--- src/rtl/huffman_decoder.sv ---
// Huffman decoder: unpacks LSB-first 32-bit code words into a 64-bit bit
// buffer and decodes one prefix-free code per cycle against a runtime-loaded
// table, presenting 8-bit symbols on a valid/ready port.
module huffman_decoder #(
    parameter int TBL_ENTRIES = 16
) (
    input  logic        clock,
    input  logic        resetn,
    input  logic [31:0] encoded_in,
    input  logic        enable_in,
    output logic        in_ready,
    input  logic        tbl_we,
    input  logic [3:0]  tbl_addr,
    input  logic [7:0]  tbl_code,
    input  logic [3:0]  tbl_len,
    input  logic [7:0]  tbl_sym,
    output logic [7:0]  symbol_out,
    output logic        symbol_valid,
    input  logic        symbol_ready,
    output logic        error
);

    // Bit buffer: oldest bit at bit 0, count_reg valid bits (0..64).
    logic [63:0] bit_buf_reg;
    logic [63:0] bit_buf_next;
    logic [6:0]  count_reg;
    logic [6:0]  count_next;

    // Output register and sticky error.
    logic [7:0]  sym_reg;
    logic        valid_reg;
    logic        error_reg;
    logic        error_next;

    // Table contents as seen by the match logic.
    logic [7:0]  tbl_code_arr [TBL_ENTRIES];
    logic [3:0]  tbl_len_arr  [TBL_ENTRIES];
    logic [7:0]  tbl_sym_arr  [TBL_ENTRIES];
    logic [TBL_ENTRIES-1:0] match_vec;

    // Selected (lowest-index) match.
    logic        hit;
    logic [3:0]  hit_len;
    logic [7:0]  hit_sym;

    // Per-cycle control.
    logic        fire;
    logic        accept;
    logic [6:0]  consume;
    logic [6:0]  count_after;

    genvar gi;
    generate
        for (gi = 0; gi < TBL_ENTRIES; gi++) begin : g_entry
            logic [7:0] code_reg;
            logic [3:0] len_reg;
            logic [7:0] sym_entry_reg;
            logic [7:0] mask;

            // Table entry storage; reset only empties the entry via its length.
            always_ff @(posedge clock) begin
                if (!resetn) begin
                    len_reg <= 4'd0;
                end else if (tbl_we && (tbl_addr == 4'(gi))) begin
                    code_reg      <= tbl_code;
                    len_reg       <= tbl_len;
                    sym_entry_reg <= tbl_sym;
                end
            end

            assign tbl_code_arr[gi] = code_reg;
            assign tbl_len_arr[gi]  = len_reg;
            assign tbl_sym_arr[gi]  = sym_entry_reg;

            // Low L bits set; only meaningful for L in 1..8.
            assign mask = ~(8'hFF << len_reg);
            assign match_vec[gi] = (len_reg != 4'd0) && (len_reg <= 4'd8) &&
                                   ({3'd0, len_reg} <= count_reg) &&
                                   (((bit_buf_reg[7:0] ^ code_reg) & mask) == 8'h00);
        end
    endgenerate

    // Priority select: scanning downward leaves the lowest matching index.
    always_comb begin
        hit     = 1'b0;
        hit_len = 4'd0;
        hit_sym = 8'h00;
        for (int i = TBL_ENTRIES - 1; i >= 0; i--) begin
            if (match_vec[i]) begin
                hit     = 1'b1;
                hit_len = tbl_len_arr[i];
                hit_sym = tbl_sym_arr[i];
            end
        end
    end

    assign in_ready = (count_reg <= 7'd32) && !error_reg;
    assign fire     = hit && !error_reg && (!valid_reg || symbol_ready);
    assign accept   = enable_in && in_ready;

    // Buffer update: drop consumed bits, append an accepted word behind the rest.
    always_comb begin
        consume      = fire ? {3'd0, hit_len} : 7'd0;
        count_after  = count_reg - consume;
        bit_buf_next = bit_buf_reg >> consume;
        if (accept) begin
            bit_buf_next = bit_buf_next | ({32'd0, encoded_in} << count_after);
        end
        count_next = count_after + (accept ? 7'd32 : 7'd0);
        error_next = error_reg || ((count_reg >= 7'd8) && !hit);
    end

    // Buffer, output register and error state.
    always_ff @(posedge clock) begin
        if (!resetn) begin
            bit_buf_reg <= 64'd0;
            count_reg   <= 7'd0;
            sym_reg     <= 8'h00;
            valid_reg   <= 1'b0;
            error_reg   <= 1'b0;
        end else begin
            bit_buf_reg <= bit_buf_next;
            count_reg   <= count_next;
            error_reg   <= error_next;
            if (fire) begin
                sym_reg   <= hit_sym;
                valid_reg <= 1'b1;
            end else if (symbol_ready) begin
                valid_reg <= 1'b0;
            end
        end
    end

    assign symbol_out   = sym_reg;
    assign symbol_valid = valid_reg;
    assign error        = error_reg;

endmodule

--- config.mk ---
export PLATFORM = sky130hd
export DESIGN_NAME = huffman_decoder
export DESIGN_NICKNAME = d
export VERILOG_FILES = /design/src/rtl/huffman_decoder.sv
export SDC_FILE = /design/constraint.sdc
export NUM_CORES = 1
export LEC_CHECK = 0
export BUFFER_PORTS_ARGS = -buffer_cell sky130_fd_sc_hd__buf_2
export CORE_ASPECT_RATIO = 0.75
export CORE_MARGIN = 2
export CORE_UTILIZATION = 45
export DETAILED_ROUTE_END_ITERATION = 6
export GPL_ROUTABILITY_DRIVEN = 0
export PLACE_DENSITY = 0.62
export SLEW_MARGIN = 20
export SYNTH_ARGS = -nofsm -noshare
export SYNTH_HDL_FRONTEND = slang
export SYNTH_SLANG_ARGS = --single-unit
--- constraint.sdc ---
create_clock -name clock -period 7.1 [get_ports clock]
set_clock_uncertainty 0.2 [all_clocks]
set_input_delay 2.13 -clock clock [delete_from_list [all_inputs] [get_ports clock]]
set_output_delay 2.13 -clock clock [all_outputs]
set_load 0.005 [all_outputs]
==> impl_metrics.ini <==
[setup_path]
cp.required_ps = 7310
cp_max_fo = 13
crit_arrival_ps = 7140
endpoint_kind = flop
r2r-end = bit_buf_reg[32]
rr_startpoint = bit_buf_reg[7]
reg2regPathDepth = 20
start_kind = flop
crit_type = flop to flop
r2r_slack_ps = 170

[global_route]
grtUsageTotal = 0.290
antenna_found_initial = 0
grt_max_degree = 76
gr-total-overflow = 0
grt_pass1_wl_um = 129000
grt_pass1_vias = 20500

[synthesis]
synthesis.nets = 2720
synth_cell_type_count = 94
synthTopCellsByCount = mux2i_1, edfxtp_1, nor2_1, nand2_1, a21oi_1
ys_ff_latch = 401
synth_area_leader_cell = edfxtp_1
async_reset_ff_frac = 0
synth_top_cell_area_share = 0.307
synth.cell_area_um2 = 25100
synth_warnings = 0
synth.area.top_cells = edfxtp_1, dfxtp_1, mux2i_1
synth_flop_cell = edfxtp_1
postSynthCellCount = 2587
synth_most_common_cell = mux2i_1
synth_edf_count = 256
syn_area_per_cell_um2 = 9.69
synth_seq_area_share = 0.423

[clocking]
clk_transition_reported_paths_ps = 60
insertion_delay_ps = 570
clock-sinks = 401
cts.path.max_buffers = 3
cts_root_buf = clkbuf_16
cts_max_level = 2
numCtsBuffers = 43
cts_tree = yes

[power]
ir_drop_mv = 0.290
powerDensity_nw_per_um2 = 411
p_leak_nw = 10.8
finalPower_w = 0.0116

[sta]
finalSetupTns_ps = 0
max_freq_mhz = 144
slew_violations = 0
fin_crit_ps = 6930
maxSlewHeadroom = 0.226
fin_crit_sh = 0.976
worst_slew_pin_slew_ps = 1130
finalWorstSetupSlack_ps = 171
hold_viol_final = 0
setup_violations = 0

[die]
die_h_um = 208
die_area_um2 = 57600
rows = 74
start_util = 0.458
top_level_ports = 72
die-width_um = 276
core_um2 = 54700

[cells_and_area]
multi_input_area_um2 = 13700
area.sequential_um2 = 10600
antenna_cells = 0
fill_cells = 4910
area_growth_pct = 12.7
layout-drive-gt1-share = 0.143
nets = 2788

[detailed_routing]
drc_errors = 214
drt-wirelength-per-cell_um = 25.3
drt_first_pass_iters = 7
ant_nets = 0
vias = 22200
viasPerCell = 6.51
drt_wl_total_um = 86300
drtIter0Drc = 3491

[run_status]
outcome = finished, violations left
violations = design-rule violations

[job]
drv_cap = 0

[place]
hpwl_um = 61900
pre_cts_slack_ps = 81.9
io_buffers = 71

[hold_path]
hold_start = symbol_out[2]
worstHoldEndpoint = symbol_out[2]
hold_depth = 2
worstHoldPathType = flop to flop
-- layout by cell type, fill, tap and decap left out, types with 33 or more instances in the layout --
| cell | n |
|---|---|
| nand4_1 | 36 |
| buf_4 | 131 |
| ha_1 | 70 |
| xnor2_1 | 69 |
| inv_1 | 41 |
| o22ai_1 | 37 |
| edfxtp_1 | 256 |
| mux2i_1 | 256 |
| clkbuf_16 | 44 |
| o21ai_0 | 118 |
| a211oi_1 | 35 |
| xor2_1 | 63 |
| buf_2 | 71 |
| o211ai_1 | 37 |
| a21oi_1 | 171 |
| a31oi_1 | 35 |
| nor3_1 | 33 |
| mux2_2 | 36 |
| nand3_1 | 60 |
| dfxtp_1 | 144 |
| nor2_1 | 247 |
| nand2_1 | 227 |
-- power by group --
group          switching, W  total [W]  internal (W)
registers          0.000145    0.00280       0.00266
clock network      0.000962    0.00222       0.00126
logic               0.00440    0.00659       0.00220
-- worst max path at each step --
stage                        start               to  slack [ps]  cells past startpoint
finish              bit_buf_reg[7]  bit_buf_reg[32]         170                     20
global route        bit_buf_reg[7]  bit_buf_reg[42]          -1                     20
CTS                   count_reg[3]  bit_buf_reg[31]          30                     20
detailed placement    count_reg[3]  bit_buf_reg[31]          80                     20
global placement      count_reg[3]  bit_buf_reg[42]          90                     20
floorplan             count_reg[1]  bit_buf_reg[32]         460                     30
-- timing repair --
item | in CTS | in global routing
setup endpoints to repair | 0 | 40
gates resized for setup | 0 | 21
buffers inserted | 0 | 9
hold buffers | 0 | 0
-- through the flow --
| step | instances | util | hold WS [ps] | instance area, µm² |
|---|---|---|---|---|
| after floorplan | 2587 | - | 292 | 25100 |
| after detailed placement | 3323 | 0.487 | 299 | 26700 |
| after CTS | 3403 | 0.513 | 308 | 28100 |
| final | 3412 | 0.516 | 309 | 28200 |
| after global routing | 3412 | 0.516 | 334 | 28200 |
| after global placement | 3323 | 0.487 | 293 | 26700 |
-- layout make-up --
| cell class | instances | area share |
|---|---|---|
| clock buffers | 60 | 0.0422 |
| clock inverters | 20 | 0.00660 |
| inverters | 45 | 0.00634 |
| multi-input cells | 1954 | 0.485 |
| flip-flops and latches | 401 | 0.375 |
| well taps | 722 | 0.0320 |
| repair buffers | 210 | 0.0525 |
-- logic make-up after synthesis --
group | synth area share
xor+xnor | 0.0472
flops | 0.423
fa+ha+maj | 0.0369
buf+inv | 0.0386
mux | 0.128
compound gates | 0.192
simple gates | 0.134
-- critical path, cell delays in order, from the launching register on --
cell       delay (ps)
dfxtp_1           330
buf_4             340
xor2_1            120
o41a_1            310
or4_1             580
or3_1             520
and3_1            220
o211ai_1          220
a31oi_1           250
or2_1             340
o21ai_2           140
nand2_1           120
fa_1              550
xor2_2            370
o21ai_0           160
a2111oi_0         620
a21oi_1           260
mux2i_1           420
nand2_1           120
a31oi_2           360
o211ai_1          200
-- per-layer routing --
metal | global-route usage | routed length, µm
met1 | 0.449 | 39500
met2 | 0.384 | 33100
met3 | 0.0866 | 11300
met4 | 0.0788 | 2400
met5 | 0 | 18
Power figures use the tool's default switching activity.
